--- config.mk ---
export PLATFORM = sky130hd
export DESIGN_NAME = seg7_scan_driver
export DESIGN_NICKNAME = d
export VERILOG_FILES = /design/src/rtl/seg7_pkg.sv /design/src/rtl/seg7_decode.sv /design/src/rtl/seg7_scan_driver.sv
export SDC_FILE = /design/constraint.sdc
export NUM_CORES = 1
export LEC_CHECK = 0
export ABC_AREA = 0
export BUFFER_PORTS_ARGS = -buffer_cell sky130_fd_sc_hd__buf_2
export CAP_MARGIN = 15
export CORE_ASPECT_RATIO = 0.6
export CORE_MARGIN = 5
export CORE_UTILIZATION = 40
export CTS_BUF_LIST = sky130_fd_sc_hd__clkbuf_4 sky130_fd_sc_hd__clkbuf_8
export CTS_CLUSTER_DIAMETER = 150
export DETAILED_ROUTE_END_ITERATION = 7
export GPL_ROUTABILITY_DRIVEN = 0
export PLACE_DENSITY = 0.67
export SLEW_MARGIN = 10
export SYNTH_ARGS = -nofsm -noshare
export SYNTH_HDL_FRONTEND = slang
export SYNTH_SLANG_ARGS = --single-unit
--- constraint.sdc ---
create_clock -name clk -period 3.57 [get_ports clk]
set_input_delay 0.714 -clock clk [delete_from_list [all_inputs] [get_ports clk]]
set_output_delay 0.714 -clock clk [all_outputs]
set_load 0.02 [all_outputs]
--- src/rtl/seg7_pkg.sv ---
// Shared types and constants for the two-digit seven-segment scan driver.
// Segment patterns are active-low, ordered {g,f,e,d,c,b,a}.
package seg7_pkg;

  typedef enum logic [1:0] {
    D0_ON = 2'd0,
    GAP0  = 2'd1,
    D1_ON = 2'd2,
    GAP1  = 2'd3
  } phase_e;

  localparam logic [6:0] SEG_0     = 7'h40;
  localparam logic [6:0] SEG_1     = 7'h79;
  localparam logic [6:0] SEG_2     = 7'h24;
  localparam logic [6:0] SEG_3     = 7'h30;
  localparam logic [6:0] SEG_4     = 7'h19;
  localparam logic [6:0] SEG_5     = 7'h12;
  localparam logic [6:0] SEG_6     = 7'h02;
  localparam logic [6:0] SEG_7     = 7'h78;
  localparam logic [6:0] SEG_8     = 7'h00;
  localparam logic [6:0] SEG_9     = 7'h10;
  localparam logic [6:0] SEG_BLANK = 7'h7F;

  localparam logic [1:0] AN_OFF  = 2'b11;
  localparam logic [1:0] AN_ONES = 2'b10;
  localparam logic [1:0] AN_TENS = 2'b01;

  // Fixed scan order: ones, gap, tens, gap.
  function automatic phase_e next_phase(input phase_e p);
    case (p)
      D0_ON:   return GAP0;
      GAP0:    return D1_ON;
      D1_ON:   return GAP1;
      default: return D0_ON;
    endcase
  endfunction

endpackage

--- src/rtl/seg7_decode.sv ---
// Combinational decimal digit to active-low segment pattern.
// Codes above 9 cannot occur upstream; they decode to a dark digit.
module seg7_decode
  import seg7_pkg::*;
(
  input  logic [3:0] digit,
  output logic [6:0] seg
);

  // Digit lookup.
  always_comb begin
    case (digit)
      4'd0:    seg = SEG_0;
      4'd1:    seg = SEG_1;
      4'd2:    seg = SEG_2;
      4'd3:    seg = SEG_3;
      4'd4:    seg = SEG_4;
      4'd5:    seg = SEG_5;
      4'd6:    seg = SEG_6;
      4'd7:    seg = SEG_7;
      4'd8:    seg = SEG_8;
      4'd9:    seg = SEG_9;
      default: seg = SEG_BLANK;
    endcase
  end

endmodule

--- src/rtl/seg7_scan_driver.sv ---
// Two-digit multiplexed seven-segment driver fed by a 0-15 down counter.
// The displayed value is snapshotted only when a frame starts, so a digit
// never changes mid-scan.
// Optional build macro: SEG7_LEADING_BLANK_EN (dark tens digit when it is 0).
//
// state | meaning
// ------+---------------------------------------------
// D0_ON | ones digit lit (an=10) for SCAN_DIV cycles
// GAP0  | all dark for GAP_CYC cycles (anti-ghosting)
// D1_ON | tens digit lit (an=01) for SCAN_DIV cycles
// GAP1  | all dark for GAP_CYC cycles; reset state
module seg7_scan_driver
  import seg7_pkg::*;
#(
  parameter logic [15:0] SCAN_DIV = 16'd50000,
  parameter logic [15:0] GAP_CYC  = 16'd8
) (
  input  logic       clk,
  input  logic       rst,
  input  logic [3:0] cnt_in,
  input  logic       cnt_vld,
  input  logic       hold,
  output logic [6:0] seg,
  output logic [1:0] an,
  output logic       dp,
  output logic [3:0] disp_val
);

  phase_e      state;
  phase_e      state_nxt;
  logic [15:0] timer;
  logic [15:0] timer_nxt;
  logic        tens;
  logic [3:0]  ones;
  logic        tens_snap;
  logic [3:0]  ones_snap;
  logic        adv;
  logic        frame_start;
  logic [3:0]  dig_sel;
  logic [6:0]  dig_seg;
  logic [6:0]  seg_nxt;
  logic [1:0]  an_nxt;
  logic        dp_nxt;

  // Capture the counter value unless frozen by hold.
  always_ff @(posedge clk or negedge rst) begin
    if (!rst) begin
      disp_val <= 4'd0;
    end else if (cnt_vld && !hold) begin
      disp_val <= cnt_in;
    end
  end

  // Phase advance, timer reload and the frame snapshot split (pre-edge disp_val).
  always_comb begin
    adv         = (timer == 16'd0);
    state_nxt   = adv ? next_phase(state) : state;
    frame_start = adv && (state == GAP1);
    tens_snap   = (disp_val >= 4'd10);
    ones_snap   = tens_snap ? (disp_val - 4'd10) : disp_val;
    timer_nxt   = timer - 16'd1;
    if (adv) begin
      timer_nxt = ((state_nxt == D0_ON) || (state_nxt == D1_ON)) ?
                  (SCAN_DIV - 16'd1) : (GAP_CYC - 16'd1);
    end
  end

  // Pick the digit for the phase being entered; a new frame uses the fresh snapshot.
  always_comb begin
    dig_sel = 4'd0;
    if (state_nxt == D0_ON) begin
      dig_sel = frame_start ? ones_snap : ones;
    end else if (state_nxt == D1_ON) begin
      dig_sel = {3'b000, tens};
    end
  end

  seg7_decode u_decode (
    .digit (dig_sel),
    .seg   (dig_seg)
  );

  // Output values for the phase being entered, so they register with the state.
  always_comb begin
    seg_nxt = SEG_BLANK;
    an_nxt  = AN_OFF;
    case (state_nxt)
      D0_ON: begin
        seg_nxt = dig_seg;
        an_nxt  = AN_ONES;
      end
      D1_ON: begin
`ifdef SEG7_LEADING_BLANK_EN
        if (tens) begin
          seg_nxt = dig_seg;
          an_nxt  = AN_TENS;
        end
`else
        seg_nxt = dig_seg;
        an_nxt  = AN_TENS;
`endif
      end
      default: begin
        seg_nxt = SEG_BLANK;
        an_nxt  = AN_OFF;
      end
    endcase
    dp_nxt = !((state_nxt == D0_ON) && hold);
  end

  // Phase FSM with registered outputs; reset parks in GAP1 so the first edge starts a frame.
  always_ff @(posedge clk or negedge rst) begin
    if (!rst) begin
      state <= GAP1;
      timer <= 16'd0;
      tens  <= 1'b0;
      ones  <= 4'd0;
      seg   <= SEG_BLANK;
      an    <= AN_OFF;
      dp    <= 1'b1;
    end else begin
      state <= state_nxt;
      timer <= timer_nxt;
      if (frame_start) begin
        tens <= tens_snap;
        ones <= ones_snap;
      end
      seg <= seg_nxt;
      an  <= an_nxt;
      dp  <= dp_nxt;
    end
  end

endmodule

# Word level (Yosys, flattened, before mapping)
# Memory sizes are Yosys's and may differ from the RTL's.
# Index checks and enable logic that the tools add are counted.
op_classes:
  div_mod_pow: 0
  n_eq_ne: 4
  n_addsub: 2
  n_lt_le_gt_ge: 1
  multipliers: 0
  n_reduce_logical: 10
  n_bitwise: 0
  muxes: 10
  shifts: 0
op_table:
  columns: ["operator", "n"]
  rows:
  - ["two-way mux 16 bit", 2]
  - ["logical NOT 16 bit", 1]
  - ["subtractor 16 x 1 -> 16 bit (second input constant)", 1]
  - ["two-way mux 4 bit", 3]
  - ["two-way mux 7 bit", 1]
  - ["== test 2 bit (second input constant)", 3]
  - ["one-hot mux 2 bit (3 select lines)", 1]
  - ["greater-or-equal comparator 4 bit (second input constant)", 1]
  - ["logical NOT 2 bit", 2]
  - ["one-hot mux 2 bit (2 select lines)", 1]
  - ["subtractor 4 bit (second input constant)", 1]
  - ["logical AND 1 bit", 3]
  - ["== test 2 x 1 -> 1 bit (second input constant)", 1]
  - ["logical NOT 1 bit", 2]
  - ["two-way mux 2 bit", 1]
  - ["OR reduction 2 bit", 1]
  - ["logical OR 1 bit", 1]
  - ["two-way mux 1 bit", 1]
word_totals:
  inputBits: 8
  mem_bits_ro: 112
  latchBits: 0
  output_inout_bits: 14
  reg_bits: 37
  ramBits: 0
  word_cells: 36
  memories: 1
memory_table:
  columns: ["memory", "depth", "width", "read_ports", "rd_ports_with_merged_regs", "wr", "line_no", "source"]
  rows:
  - ["(no name shown)", 16, 7, 1, 0, 0, "seg7_decode.sv:12", "case (digit)"]

# Depth between registers and ports, before layout
# Gate-level depths: netlist of the first run.
# An unclocked memory read counts as a cell.
logic_depth:
  ltp_word: 8
  depth_mapped: 11
  depth_no_buf: 11

# Modules after synthesis
# From an unflattened synthesis of the first run, not the netlist that was laid out.
hier_totals:
  hier_cells: 196
  area_unflattened_um2: 1976.9
modules_own_cells:
  columns: ["module", "area_each_um2", "cells_each", "seq_area_each_um2", "n_inst"]
  rows:
  - ["seg7_scan_driver", 1766.7, 163, 940.9, 1]
  - ["seg7_decode", 210.2, 33, 0.0, 1]

# Worst setup path after synthesis of the first run
# No wires, ideal clock.
synth_timing:
  path_kind: "flip-flop to flip-flop"
  startpoint: "register state[1]"
  endpoint: "register seg[1]"
  setup_time_ns: 0.079
  slack_ns: 0.460
  t_required_ns: 3.491
  path_stages_with_launch: 11
  arrival_ns: 3.031
  synth_period_minus_slack_ns: 3.110
  n_path_buf: 1
  cell_sequence: "dfstp_2 -> ha_1 -> or4b_2 -> or4_4 -> buf_6 -> mux2_4 -> o2111a_2 -> inv_1 -> ha_1 -> o21a_1 -> o21ai_0"
synth_via:
  elab_chain_len: 8
  word_cells_on_any_way: 15
  cone_classes: "4 x eq/ne; 6 x mux; 4 x reduce/logical; 1 x memory"
synth_rtl:
  columns: ["item", "line_no", "source"]
  rows:
  - ["start, declared", "seg7_scan_driver.sv:29", "phase_e state;"]
  - ["start signal, assigned", "seg7_scan_driver.sv:122", "state <= state_nxt;"]
  - ["== test 2 bit (tied with other cells)", "seg7_pkg.sv:30", "case (p)"]
  - ["one-hot mux 2 bit (3 select lines)", "seg7_pkg.sv:30", null]
  - ["two-way mux 2 bit", "seg7_scan_driver.sv:57", "state_nxt = adv ? next_phase(state) : state;"]
  - ["== test 2 bit", "seg7_scan_driver.sv:73, seg7_scan_driver.sv:87", null]
  - ["two-way mux 1 bit", "seg7_scan_driver.sv:73", "end else if (state_nxt == D1_ON) begin"]
  - ["two-way mux 4 bit", "seg7_scan_driver.sv:71", "if (state_nxt == D0_ON) begin"]
  - ["memory (16 x 7 bit)", null, null]
  - ["two-way mux 7 bit *", "seg7_scan_driver.sv:87", "case (state_nxt)"]
  - ["net seg_nxt[1]", "seg7_scan_driver.sv:41", "logic [6:0] seg_nxt;"]
  - ["end signal, assigned", "seg7_scan_driver.sv:128", "seg <= seg_nxt;"]
  - ["end, declared", "seg7_scan_driver.sv:23", "output logic [6:0] seg,"]
# The timed path passes the listed nets; every way through them passes the cells marked *.
# A chain may end at the register's enable or synchronous reset.

# Final worst setup path of the first run
# Same ends and word-level chain as after synthesis.

==> impl_metrics.py, run 1 <==
metrics = {
    "cells_and_area": {
        "layout.area.seq_um2": 941,
        "fin_nets": 243,
        "drive_gt1_share_pct": 26.9,
        "fin_area_um2": 2250,
        "antennaDiodeCount": 0,
        "multi_input_area_um2": 973,
        "area_growth_pct": 13.8,
        "nFillCells": 436,
    },
    "sta": {
        "fin_crit_sh_pct": 91.0,
        "fmax_ghz": 0.308,
        "finalHoldViolations": 0,
        "fin_crit_ns": 3.25,
        "worstMarginPinSlew_ns": 0.797,
        "relSlewSlack_pct": 46.8,
        "drv_slew": 0,
        "fin_skew_ns": 0.00776,
        "tns_ns": 0,
        "grt_setup_unrepaired": "no",
        "finalSetupViolations": 0,
    },
    "synth": {
        "synth_top_area_share_pct": 31.6,
        "yosysSeqAreaShare_pct": 47.5,
        "synth_commonest_cells": "25 x dfrtp_1, 22 x nand2_1, 17 x nor2_1",
        "synthArstFlopShare_pct": 100,
        "syn_inst": 199,
        "synth_warnings": 0,
        "yosysMostFrequentCell": "dfrtp_1",
        "synthFlopType": "dfrtp_1",
        "syn_avg_cell_area_um2": 9.95,
        "synth_edf_count": 0,
        "synth.distinct_cells": 44,
        "synth_area_leaders": "dfrtp_1 32%, dfstp_2 16%, ha_1 5.7%, mux2_2 4.6%, nand2_1 4.2%",
        "yosys.area.top_type": "dfrtp_1",
        "netlist_area_um2": 1980,
        "synth_nets": 216,
        "synth.ff_latch_count": 37,
    },
    "critical_path": {
        "required_ns": 3.77,
        "crit_slowest_cell": "or4b_2",
        "worst_path_most_repeated_cell": "ha_1",
        "crit_cells": 9,
        "arrival_ns": 3.45,
        "startpoint": "state[1]",
        "r2r-start": "state[1]",
        "crit_family": "simple AND/OR/NAND/NOR gates",
        "critPathCaptureType": "flip-flop",
        "slowest_delay_ns": 0.58,
        "critPathBufInv": 1,
        "path_cells": "ha_1 -> or4b_2 -> or4_4 -> mux2_4 -> o2111a_2 -> inv_1 -> ha_1 -> o21a_1 -> o21ai_0",
        "worst-path-max-fanout": 8,
        "r2r_cells": 9,
        "path_class": "flip-flop to flip-flop",
        "critPathLaunchType": "flip-flop",
    },
    "power_and_ir_drop": {
        "p_per_area_nw_per_um2": 358,
        "p_leak_nw": 1.01,
        "ir_worst_vdd_mv": 0.193,
    },
    "global_routing": {
        "grt_util_all_layers_pct": 13.7,
        "grt_pass1_vias": 1365,
        "antenna_found_initial": 0,
        "grt_remaining_overflow": 0,
        "grt_max_degree": 38,
        "grt_pass1_wl_um": 6930,
    },
    "clocking": {
        "cts_buffers": 5,
        "cts_root_buffer": "clkbuf_8",
        "post_cts_buffers": 0,
        "path_clk_slew_ns": 0.08,
        "clock_latency_ns": 0.29,
        "clock_sinks": 37,
        "ctsLongestPathBuffers": 2,
        "holdBufCountCts": 0,
        "cts_tree": "built",
        "htreeDepth": 2,
        "ctsResizeCount": 0,
    },
    "routing": {
        "via_per_inst": 5.17,
        "antenna_left": 0,
        "wl_um": 4140,
        "firstDrtPassIters": 4,
        "wire_per_inst_um": 14.3,
        "drt_iter0_drc": 120,
        "vias": 1498,
        "drc": 0,
    },
    "run": {
        "cap_violations": 0,
    },
    "outcome": {
        "status": "finished, final reports clean",
    },
    "die": {
        "start_util_pct": 42.3,
        "io_pins": 22,
        "die_w_um": 101,
        "num_rows": 19,
        "die_y_um": 64.5,
        "core_area_um2": 4680,
        "die_area_um2": 6500,
    },
    "min_path": {
        "whs_path_depth": 1,
        "hold_path_class": "flip-flop to flip-flop",
        "hold_start": "timer[0]",
    },
    "place": {
        "dpl.hpwl_um": 3050,
        "io_buffers": 21,
        "post_dp_cell_area_um2": 2150,
    },
}
layout make-up:
| class | instances | share of cell area (%) |
|---|---|---|
| clock buffers | 7 | 4.00 |
| well taps | 63 | 3.50 |
| inverters | 9 | 1.50 |
| flip-flops and latches | 37 | 41.8 |
| multi-input cells | 149 | 43.2 |
| repair buffers | 24 | 5.67 |
| clock inverters | 1 | 0.333 |
kinds of logic (layout without fill, tap and decap cells):
| kind of cell | Yosys count | after routing | share of synthesized area [%] |
|---|---|---|---|
| xor gates and xnor gates | 8 | 8 | 3.54 |
| and+or+nand+nor | 84 | 84 | 22.6 |
| AOI/OAI and AO/OA | 38 | 38 | 11.6 |
| muxes | 10 | 10 | 5.82 |
| DFF | 37 | 37 | 47.5 |
| adders and majority gates | 9 | 9 | 5.69 |
| buffers and inverters | 13 | 41 | 3.29 |
final timing paths:
path / endpoint / slack, ns
setup / recovery: seg[1] / 0.32
hold / removal: timer[0] / 0.46
setup reg to reg: seg[1] / 0.32
hold reg to reg: timer[0] / 0.46
max in group asynchronous: timer[8] / 2.55
min in group asynchronous: timer[4] / 0.50
layout by cell type (no fill, tap or decap), types with 6 or more instances in the layout:
master,Yosys,final
mux2_2,8,8
ha_1,9,9
buf_2,1,21
dfstp_2,12,12
nor3_1,8,8
a21oi_1,11,11
inv_1,9,9
nand2_1,22,22
clkbuf_8,0,6
o21ai_0,13,13
nand3_1,8,8
dfrtp_1,25,25
nor2_1,17,17
xnor2_1,7,7
worst reg2reg max path, stage by stage (launching register included):
cell and delay, ns:
dfstp_2 0.57, ha_1 0.18, or4b_2 0.58, or4_4 0.49
mux2_4 0.33, o2111a_2 0.31, inv_1 0.09, ha_1 0.25
o21a_1 0.18, o21ai_0 0.18
state kept, by name (all words and copies together), names as in the netlist:
signal,flops
timer,16
seg,7
disp_val,4
ones,4
an,2
state,2
dp,1
tens,1
metal layers:
metal / track usage, % / part of all wire (%)
met1: 23.0 / 57
met2: 15.6 / 35
met3: 4.29 / 7.6
met4: 4.03 / 0.48
met5: 0 / 0
power breakdown:
part           switching (mW)  internal (mW)
Combinational          0.0381         0.0193
Clock                   0.149          0.164
Sequential             0.0102          0.426
Total                   0.197          0.610
per-stage QoR:
stage | power, mW | util, % | instances | hold WS [ns] | setup WS, ns
finish | 0.807 | 48.1 | 290 | 0.464 | 0.321
detailed placement | 0.500 | 46.0 | 282 | 0.458 | 0.336
CTS | 0.817 | 48.1 | 290 | 0.469 | 0.322
global placement | 0.500 | 46.0 | 282 | 0.448 | 0.438
global route | 0.851 | 48.1 | 290 | 0.509 | 0.222
floorplan | 0.475 | - | 199 | 0.418 | 0.460
No activity file was read; power rests on OpenSTA's default activity.
==> run 2, diff against run 1 <==
--- a/config.mk
+++ b/config.mk
@@ -16,6 +16,7 @@
 export DETAILED_ROUTE_END_ITERATION = 7
 export GPL_ROUTABILITY_DRIVEN = 0
 export PLACE_DENSITY = 0.67
+export RECOVER_POWER = 25
 export SLEW_MARGIN = 10
 export SYNTH_ARGS = -nofsm -noshare
 export SYNTH_HDL_FRONTEND = slang
==> run 2 against run 1 <==
Net effect: the run now ends with max-capacitance violations, max-slew violations left; count of clock-buffer cells in the layout unchanged; power about the same; clock power about the same; hold slack unchanged; largest power group unchanged; final cell count unchanged; die area unchanged; maximum frequency unchanged; routed wire length about the same; critical endpoint unchanged.
==> impl_metrics.py, run 2 (synthesized netlist as in run 1, its figures left out) <==
metrics = {
    "critical_path": {
        "path_class": "flip-flop to flip-flop",
        "critPathLaunchType": "flip-flop",
        "required_ns": 3.77,
        "critPathCaptureType": "flip-flop",
        "arrival_ns": 3.45,
        "worst-path-max-fanout": 8,
    },
    "power_and_ir_drop": {
        "net-switching-power_uw": 197,
        "power_frac_comb_pct": 7.1,
        "p_per_area_nw_per_um2": 358,
        "p_leak_nw": 1.00,
        "swShare_pct": 24.4,
        "ir_worst_vdd_mv": 0.193,
        "p_seq_share_pct": 54.1,
        "clkPwrFrac_pct": 38.9,
        "internal-power_uw": 609,
    },
    "routing": {
        "vias": 1498,
        "antenna_left": 0,
        "drc": 0,
        "wl_um": 4150,
        "drt_iter0_drc": 120,
        "firstDrtPassIters": 4,
        "via_per_inst": 5.17,
        "wire_per_inst_um": 14.3,
    },
    "global_routing": {
        "antenna_found_initial": 0,
        "grt_pass1_wl_um": 6930,
        "met2_usage_pct": 15.6,
        "grt.met3_usage_pct": 4.29,
        "grt_pass1_vias": 1365,
        "grt_max_degree": 38,
        "grt_util_all_layers_pct": 13.7,
        "met1_usage_pct": 23.0,
        "grt_remaining_overflow": 0,
        "globalRoute.busiestLayer": "met1",
    },
    "cells_and_area": {
        "largest_registers": "timer: 16 flops, seg: 7 flops",
        "fin_nets": 243,
        "final_common_cell": "dfrtp_1",
        "antennaDiodeCount": 0,
        "layout_common_cells": "25 x dfrtp_1, 22 x nand2_1, 19 x buf_2, 17 x nor2_1, 13 x o21ai_0",
        "top_register": "timer",
        "drive_gt1_share_pct": 26.0,
        "final_cells": 290,
        "largest_reg_flops": 16,
        "area_growth_pct": 13.7,
    },
    "outcome": {
        "status": "finished with violations",
        "violations": "max-capacitance violations, max-slew violations",
    },
    "clocking": {
        "cts_buffers": 5,
        "cts_tree": "built",
        "path_clk_slew_ns": 0.08,
        "htreeDepth": 2,
        "holdBufCountCts": 0,
        "ctsResizeCount": 0,
        "clock_latency_ns": 0.29,
        "cts_root_buffer": "clkbuf_8",
        "clock_sinks": 37,
        "post_cts_buffers": 0,
        "ctsLongestPathBuffers": 2,
    },
    "run": {
        "cap_violations": 1,
    },
    "die": {
        "start_util_pct": 42.3,
        "die_y_um": 64.5,
        "io_pins": 22,
        "die_w_um": 101,
        "core_area_um2": 4680,
        "num_rows": 19,
        "die_area_um2": 6500,
    },
    "sta": {
        "fin_crit_ns": 3.25,
        "relSlewSlack_pct": -27.8,
        "finalHoldViolations": 0,
        "hold_slack_ns": 0.464,
        "fin_crit_sh_pct": 91.0,
        "tns_ns": 0,
        "worstMarginPinSlew_ns": 1.92,
        "drv_slew": 38,
        "grt_setup_unrepaired": "no",
        "fmax_ghz": 0.308,
        "fin_skew_ns": 0.00776,
        "finalSetupViolations": 0,
    },
    "place": {
        "dpl.hpwl_um": 3050,
        "dpl.cell_count": 282,
        "io_buffers": 21,
    },
    "min_path": {
        "hold_path_class": "flip-flop to flip-flop",
    },
}
==> run 2: area by class of cell <==
type                    count  area (µm²)
clock inverters             1        7.51
fillers                   437        2430
multi-input cells         149         973
flip-flops and latches     37         941
well taps                  63        78.8
repair buffers             24         125
inverters                   9        33.8
clock buffers               7        90.1
==> run 2: power by group through the flow <==
stage / logic, mW / clock network [mW] / registers (mW)
after floorplan: 0.0279 / 0 / 0.447
after global placement: 0.0568 / 0 / 0.443
after detailed placement: 0.0568 / 0 / 0.443
after CTS: 0.0582 / 0.323 / 0.436
after global routing: 0.0655 / 0.348 / 0.437
final: 0.0570 / 0.313 / 0.436
==> run 2: path summary, 6_finish.rpt <==
kind                          start        to  slack (ns)  cells after the start
hold / removal             timer[0]  timer[0]        0.46                      1
hold reg to reg            timer[0]  timer[0]        0.46                      1
max in group asynchronous       rst  timer[8]        1.51                      1
setup / recovery           state[1]    seg[1]        0.32                      9
min in group asynchronous       rst  timer[4]        0.94                      1
setup reg to reg           state[1]    seg[1]        0.32                      9
==> run 2: critical path, cell delays in order (launching register included) <==
cell	delay, ns
dfstp_2	0.57
ha_1	0.18
or4b_2	0.58
or4_4	0.49
mux2_4	0.33
o2111a_2	0.31
inv_1	0.09
ha_1	0.25
o21a_1	0.18
o21ai_0	0.18
==> run 2: routing by layer <==
metal,vias to the layer above,part of all wire [%],wire [µm]
met5,-,0,0
met4,0,0.48,20
met3,2,7.6,316
met2,49,35,1460
met1,695,57,2350
li1,752,-,-
==> run 2: through the flow <==
stage	cell area (µm²)	utilization (%)	setup WS, ns	total power, mW
3_3_place_gp	2150	46.0	0.438	0.500
4_1_cts	2250	48.1	0.322	0.817
2_1_floorplan	1980	-	0.460	0.475
3_5_place_dp	2150	46.0	0.336	0.500
5_1_grt	2250	48.0	0.222	0.850
6_report	2250	48.0	0.321	0.806
